===== src/rtl/fetch_unit.sv =====
// fetch_unit: instruction-fetch stage.
// Drives a word address into a registered instruction ROM, tags each returned
// word with its PC and hands it to decode over a valid/ready handshake. Words
// that decode cannot take yet are kept in a 2-entry skid buffer, so no ROM data
// is lost. A redirect flushes everything older and issues the target in the
// same cycle.
// Optional feature macro: FETCH_ALIGN_CHECK_EN (misaligned-redirect pulse on
// align_err). When it is undefined, align_err is tied to 0.
module fetch_unit #(
    parameter logic [31:0] RESET_PC = 32'h0000_0000
) (
    input  logic        clk,
    input  logic        rst,
    output logic [29:0] rom_addr,
    input  logic [31:0] rom_inst,
    input  logic        redirect_valid,
    input  logic [31:0] redirect_pc,
    output logic        if_valid,
    input  logic        if_ready,
    output logic [31:0] if_inst,
    output logic [31:0] if_pc,
    output logic        align_err
);

    // Architectural state
    logic [31:0] pc_q,          pc_d;
    logic        inflight_q,    inflight_d;
    logic [31:0] inflight_pc_q, inflight_pc_d;
    logic [1:0]  count_q,       count_d;
    logic [31:0] buf0_inst_q,   buf0_inst_d;
    logic [31:0] buf0_pc_q,     buf0_pc_d;
    logic [31:0] buf1_inst_q,   buf1_inst_d;
    logic [31:0] buf1_pc_q,     buf1_pc_d;

    logic        pop_s;
    logic        issue_en_s;
    logic [2:0]  occupancy_s;
    logic [31:0] redirect_word_s;

    // Word-aligned form of a byte address.
    function automatic logic [31:0] word_align(input logic [31:0] addr);
        return {addr[31:2], 2'b00};
    endfunction

    // Decode-side view: buffer head first, otherwise bypass the ROM return.
    always_comb begin
        if_valid = (count_q != 2'd0) | inflight_q;
        if (count_q != 2'd0) begin
            if_inst = buf0_inst_q;
            if_pc   = buf0_pc_q;
        end else if (inflight_q) begin
            if_inst = rom_inst;
            if_pc   = inflight_pc_q;
        end else begin
            if_inst = buf0_inst_q;
            if_pc   = buf0_pc_q;
        end
        pop_s = if_valid & if_ready;
        // Words still owned by this stage after this cycle's transfer.
        occupancy_s     = {1'b0, count_q} + {2'b00, inflight_q} - {2'b00, pop_s};
        issue_en_s      = (occupancy_s < 3'd2);
        redirect_word_s = word_align(redirect_pc);
        // A redirect target goes to the ROM in the same cycle.
        if (redirect_valid) begin
            rom_addr = redirect_pc[31:2];
        end else begin
            rom_addr = pc_q[31:2];
        end
    end

    // Next-state: redirect flush, skid-buffer pop/push and issue decision.
    always_comb begin
        pc_d          = pc_q;
        inflight_d    = 1'b0;
        inflight_pc_d = inflight_pc_q;
        count_d       = count_q;
        buf0_inst_d   = buf0_inst_q;
        buf0_pc_d     = buf0_pc_q;
        buf1_inst_d   = buf1_inst_q;
        buf1_pc_d     = buf1_pc_q;
        if (redirect_valid) begin
            // Everything older than the target is stale; a pop this cycle
            // still counts as delivered and decode flushes it itself.
            count_d       = 2'd0;
            inflight_d    = 1'b1;
            inflight_pc_d = redirect_word_s;
            pc_d          = redirect_word_s + 32'd4;
        end else begin
            // Pop from the buffer head keeps strict PC order.
            if (pop_s && (count_q != 2'd0)) begin
                buf0_inst_d = buf1_inst_q;
                buf0_pc_d   = buf1_pc_q;
                count_d     = count_q - 2'd1;
            end else begin
                count_d     = count_q;
            end
            // Returned word not consumed by the bypass goes to the tail.
            if (inflight_q && !(pop_s && (count_q == 2'd0))) begin
                if (count_d == 2'd0) begin
                    buf0_inst_d = rom_inst;
                    buf0_pc_d   = inflight_pc_q;
                end else begin
                    buf1_inst_d = rom_inst;
                    buf1_pc_d   = inflight_pc_q;
                end
                count_d = count_d + 2'd1;
            end else begin
                count_d = count_d;
            end
            if (issue_en_s) begin
                inflight_d    = 1'b1;
                inflight_pc_d = pc_q;
                pc_d          = pc_q + 32'd4;
            end else begin
                inflight_d    = 1'b0;
            end
        end
    end

    // State registers; async reset clears buffer contents so outputs read 0.
    always_ff @(posedge clk or negedge rst) begin
        if (!rst) begin
            pc_q          <= RESET_PC;
            inflight_q    <= 1'b0;
            inflight_pc_q <= 32'h0000_0000;
            count_q       <= 2'd0;
            buf0_inst_q   <= 32'h0000_0000;
            buf0_pc_q     <= 32'h0000_0000;
            buf1_inst_q   <= 32'h0000_0000;
            buf1_pc_q     <= 32'h0000_0000;
        end else begin
            pc_q          <= pc_d;
            inflight_q    <= inflight_d;
            inflight_pc_q <= inflight_pc_d;
            count_q       <= count_d;
            buf0_inst_q   <= buf0_inst_d;
            buf0_pc_q     <= buf0_pc_d;
            buf1_inst_q   <= buf1_inst_d;
            buf1_pc_q     <= buf1_pc_d;
        end
    end

`ifdef FETCH_ALIGN_CHECK_EN
    logic align_q;

    // One-cycle pulse in the cycle after a misaligned redirect.
    always_ff @(posedge clk or negedge rst) begin
        if (!rst) begin
            align_q <= 1'b0;
        end else begin
            align_q <= redirect_valid & (redirect_pc[1:0] != 2'b00);
        end
    end

    assign align_err = align_q;
`else
    // Low redirect bits are dropped silently in this build.
    logic unused_redirect_lsb_s;
    assign unused_redirect_lsb_s = &{1'b0, redirect_pc[1:0]};
    assign align_err = 1'b0;
`endif

endmodule


===== config.mk =====
export PLATFORM = sky130hd
export DESIGN_NAME = fetch_unit
export DESIGN_NICKNAME = d
export VERILOG_FILES = /design/src/rtl/fetch_unit.sv
export SDC_FILE = /design/constraint.sdc
export NUM_CORES = 1
export LEC_CHECK = 0
export BUFFER_PORTS_ARGS = -buffer_cell sky130_fd_sc_hd__buf_2
export CAP_MARGIN = 10
export CORE_ASPECT_RATIO = 0.5
export CORE_UTILIZATION = 35
export DETAILED_ROUTE_END_ITERATION = 10
export PLACE_DENSITY_LB_ADDON = 0.2
export SYNTH_ARGS = -nofsm -noshare
export SYNTH_HDL_FRONTEND = slang
export SYNTH_SLANG_ARGS = --single-unit

===== constraint.sdc =====
create_clock -name clk -period 4.2 [get_ports clk]
set_input_delay 0.42 -clock clk [delete_from_list [all_inputs] [get_ports clk]]
set_output_delay 0.42 -clock clk [all_outputs]
set_load 0.01 [all_outputs]

## Word level (Yosys, flattened, before mapping)

Cells that the tools add are included.

| storage, ports and cells | value |
|---|---|
| bits in writable memories | 0 |
| output and inout bits | 96 |
| ROM bits | 0 |
| memories | 0 |
| latch bits | 0 |
| bits of input ports | 68 |
| logic and storage cells | 49 |
| flip-flop bits (word level) | 195 |

| operators by class | value |
|---|---|
| $lt $le $gt $ge | 1 |
| equality and inequality tests | 0 |
| add/subtract/negate cells | 6 |
| bitwise gates (word level) | 4 |
| reduce and logical (&&, ||, !) cells | 9 |
| multiply operators | 0 |
| multiplexer cells | 21 |
| shift operators | 0 |
| divide/modulo/power cells | 0 |

Operators with widths:

| cell | number |
|---|---|
| two-way mux 32 bit | 14 |
| adder 32 x 3 -> 32 bit (second input constant) | 2 |
| two-way mux 30 bit | 1 |
| two-way mux 2 bit | 4 |
| logical NOT 2 bit | 2 |
| nonzero test 2 bit | 2 |
| adder 2 x 1 -> 3 bit | 1 |
| logical AND 1 bit | 3 |
| less-than comparator 3 x 2 -> 1 bit (second input constant) | 1 |
| AND reduction 3 bit | 1 |
| subtractor 3 x 1 -> 3 bit | 1 |
| adder 2 x 1 -> 2 bit (second input constant) | 1 |
| two-way mux 1 bit | 2 |
| inverter 1 bit | 2 |
| subtractor 2 x 1 -> 2 bit (second input constant) | 1 |
| bitwise AND 1 bit | 1 |
| logical NOT 1 bit | 1 |
| OR 1 bit | 1 |

## Longest topological paths before layout

| logic depth | value |
|---|---|
| depth after elaboration | 9 |
| depth in mapped cells | 15 |
| depth with buffers taken out | 13 |

## Worst setup path before layout

OpenSTA, ideal clock, no wires.

| path | value |
|---|---|
| path type | flip-flop to flip-flop |
| from | register count_q[0] |
| to | register inflight_pc_q[2] |
| period minus slack after synthesis | 3.079 ns |
| path buffers | 2 |
| cell stages (with the launch flop) | 16 |
| required time | 4.080 ns |
| arrival time | 2.959 ns |
| slack | 1.121 ns |
| cell sequence | dfrtp_1 > inv_1 > ha_1 > nand2b_1 > and2_1 > ha_1 > nand2b_1 > fa_1 > xnor2_1 > and2_1 > nor2_1 > inv_2 > clkbuf_1 > clkbuf_1 > nor2_1 > nor2_1 |

| between the ends | value |
|---|---|
| longest elaborated chain between the ends | 6 |

RTL lines:

| what | line | source |
|---|---|---|
| start, declared | 29 | `logic [1:0] count_q, count_d;` |
| start signal, assigned | 135 | `count_q <= count_d;` |
| nonzero test 2 bit | 47 | `if_valid = (count_q != 2'd0) \| inflight_q;` |
| OR 1 bit | 47 |  |
| named net if_valid | 18 | `output logic if_valid,` |
| bitwise AND 1 bit | 58 | `pop_s = if_valid & if_ready;` |
| subtractor 3 x 1 -> 3 bit | 60 | `occupancy_s = {1'b0, count_q} + {2'b00, inflight_q} - {2'b00, pop_s};` |
| less-than comparator 3 x 2 -> 1 bit | 61 | `issue_en_s = (occupancy_s < 3'd2);` |
| nonzero test 2 bit (no source line) | n/a |  |
| end signal, assigned | 134 | `inflight_pc_q <= inflight_pc_d;` |
| end, declared | 28 | `logic [31:0] inflight_pc_q, inflight_pc_d;` |

The timed path passes the listed nets, and every way through them passes these cells.
A chain may end at the register's enable or synchronous reset.

## Final worst setup path

| path | value |
|---|---|
| from | register count_q[0] |
| to | register pc_q[27] |

| between the ends | value |
|---|---|
| longest elaborated chain between the ends | 6 |

RTL lines:

| what | line | source |
|---|---|---|
| nonzero test 2 bit | 47 |  |
| OR 1 bit | 47 |  |
| bitwise AND 1 bit | 58 |  |
| subtractor 3 x 1 -> 3 bit (*) | 60 |  |
| less-than comparator 3 x 2 -> 1 bit (*) | 61 |  |
| nonzero test 2 bit (no source line) (*) | n/a |  |
| end signal, assigned | 132 | `pc_q <= pc_d;` |
| end, declared | 26 | `logic [31:0] pc_q, pc_d;` |

Mark *: on every way between the ends. The rest lies on a longest branch, timed or not.

==> out/results.tsv <==
metric	value	unit
finish.instance_area	11400	sq um
initial_utilization	0.360	
cts_tree	done	
yosys.area_share.adder	0.00731	
worstSetupEndpointType	flip-flop	
n_fill_cell	2581	
fin_setup_tns	0	ns
grt_max_degree	84	
path_cells	inv_1 -> ha_1 -> nand2b_1 -> and2_1 -> ha_1 -> nand2b_1 -> fa_1 -> xnor2_1 -> and2_1 -> nor2_1 -> inv_2 -> buf_4 -> nor2_1 -> a21oi_1	
place_ws	0.932	ns
clk_latency	0.45	ns
hold_class	in -> async	
cts_sinks	189	
numPortBuffers	160	
path_clk_slew	0.07	ns
rows	42	
violations	hold timing	
final_common_cell	dfrtp_1	
viasPerCell	5.03	
cellPowerDensity	906	nW/um^2
post-route-period-util	0.777	
muxShareOfSynthArea	0.243	
layout_min_cycle_time	3.26	ns
fp.dieH	119	um
p_leak	0.00520	uW
ctsResizeCount	0	
synth_nets	967	
synth_xor_xnor_area_share	0.0311	
place_hpwl	16500	um
netlist_top_cells_area	dfrtp_1 49%, mux2_2 16%, mux2i_1 8.6%	
first_global_vias	7026	
overflow	0	
status	finished with violations	
drive_above_1_share	0.334	
die_x	236	um
avgSynthCellArea	10.7	sq um
hold_ws	-0.0244	ns
crit_required	4.57	ns
critPathLaunchType	flip-flop	
crit_type	reg -> reg	
core	26600	sq um
synthArstFlopShare	1.00	
drc_errors	0	
critPathTopFamily	buffers and inverters	
synth_ff_type	dfrtp_1	
synth_top_family_by_area	multiplexers	
firstDrtPassIters	5	
postCtsSetupBuffers	0	
place_area	10800	sq um
cp.arrival	3.64	ns
fin_nets	1111	
wirelength	24000	um
drt-initial-drc-count	347	
root_buffer	clkbuf_16	
cp_num_buf_inv	3	
synth-simple-area-share	0.113	
slew_viol_final	0	
grt_first_pass_wirelength	38200	um
synthDistinctLibCells	45	
ios	164	
fin_util	0.428	
worst-path-max-fanout	30	
rsz0062_at_grt	no	
finalHoldViolCount	21	
max-cap-violations	0	
yosys_warnings	0	
synth_seq_cells	189	
holdBufCountCts	0	
max-vdd-ir-drop	0.000545	V
synth_compound_area_frac	0.0776	
cp_slowest_cell	inv_2	
maxSlewHeadroom	0.395	
cts_htree_levels	4	
antenna_found_initial	1	
antennaDiodeCount	0	
numCtsBuffers	17	
wire_per_inst	17.1	um
routabilityCongestion	0.839	
worst_clock_skew	0.0102	ns
fmax	307	MHz
ys_seq_area_frac	0.494	
r2r_setup_slack	0.94	ns
synth_edf_count	0	
area_growth	19.0	%
final_cell_mix	189 x dfrtp_1, 159 x buf_2, 137 x nor2_1	
worst-slew-pin-transition	0.904	ns
grt_usage	0.175	
clockBufferDepth	2	
critPathMaxStageDelay	0.42	ns
setup_viol_count_final	0	
postRouteAntennaNets	0	
synthCells	894	
dieArea	28100	sq um
synth_top_cell_by_area	dfrtp_1	
netlist_area	9580	sq um
num_vias	7056	
finalWorstSetupSlack	0.938	ns
yosys.area.top_type_share	0.494	
## worst reg2reg max path, stage by stage, from the launching register on
cell and delay (ns):
dfrtp_1 0.39, inv_1 0.11, ha_1 0.23, nand2b_1 0.08
and2_1 0.16, ha_1 0.26, nand2b_1 0.15, fa_1 0.38
xnor2_1 0.14, and2_1 0.27, nor2_1 0.10, inv_2 0.42
buf_4 0.33, nor2_1 0.07, a21oi_1 0.12
## report_power, final
part / switching [uW] / internal, uW / total (uW)
sequential: 603 / 2760 / 3370
clock: 752 / 978 / 1730
combinational: 2820 / 2420 / 5240
total: 4170 / 6160 / 10300
## Yosys cell counts, types with 6 or more instances
cell      count
a21oi_1     108
a22oi_1       6
buf_2        16
clkbuf_1     29
dfrtp_1     189
inv_1        23
mux2_2      134
mux2i_1      82
nand2_1      35
nand3_1      14
nand3b_1     12
nand4_1       7
nor2_1      137
nor2b_1       6
o21ai_0       7
xnor2_1      31
## through the flow
step / std cells / power, uW
finish: 1403 / 10300
global route: 1403 / 11100
CTS: 1403 / 10500
detailed placement: 1371 / 8720
global placement: 1371 / 8550
floorplan: 894 / 7010
## registers in the layout, summed over array words and instances (netlist names)
register,cells
pc_q,30
inflight_q,1
buf1_inst_q,32
buf0_inst_q,32
buf0_pc_q,32
inflight_pc_q,30
count_q,2
buf1_pc_q,30
## layer usage
| metal | GRT usage | wire length [um] |
|---|---|---|
| met4 | 0.0494 | 231 |
| met5 | 0 | 12 |
| met3 | 0.0392 | 806 |
| met2 | 0.284 | 11500 |
| met1 | 0.233 | 11400 |
## final cells by class
class / count / area, sq um / area share
Sequential cell: 189 / 4730 / 0.415
Clock inverter: 11 / 159 / 0.0139
Tap cell: 352 / 440 / 0.0386
Multi-Input combinational cell: 629 / 4550 / 0.399
Timing Repair Buffer: 177 / 975 / 0.0855
Inverter: 24 / 90.1 / 0.00790
Clock buffer: 21 / 460 / 0.0404
## logic make-up after synthesis
logic type | after synthesis
and+or+nand+nor | 236
buffers and inverters | 76
adders and majority gates | 5
other | 1
xor gates and xnor gates | 34
muxes | 216
AOI/OAI and AO/OA | 137
DFF | 189
## worst paths after layout
kind	start	end	depth (start not counted)
hold / removal	rst	pc_q[26]	1
max in group asynchronous	rst	buf0_inst_q[14]	2
setup / recovery	count_q[0]	pc_q[27]	14
hold reg to reg	pc_q[31]	pc_q[31]	2
setup reg to reg	count_q[0]	pc_q[27]	14
min in group clk	rom_inst[26]	buf1_inst_q[26]	2
Power figures use the tool's default switching activity.
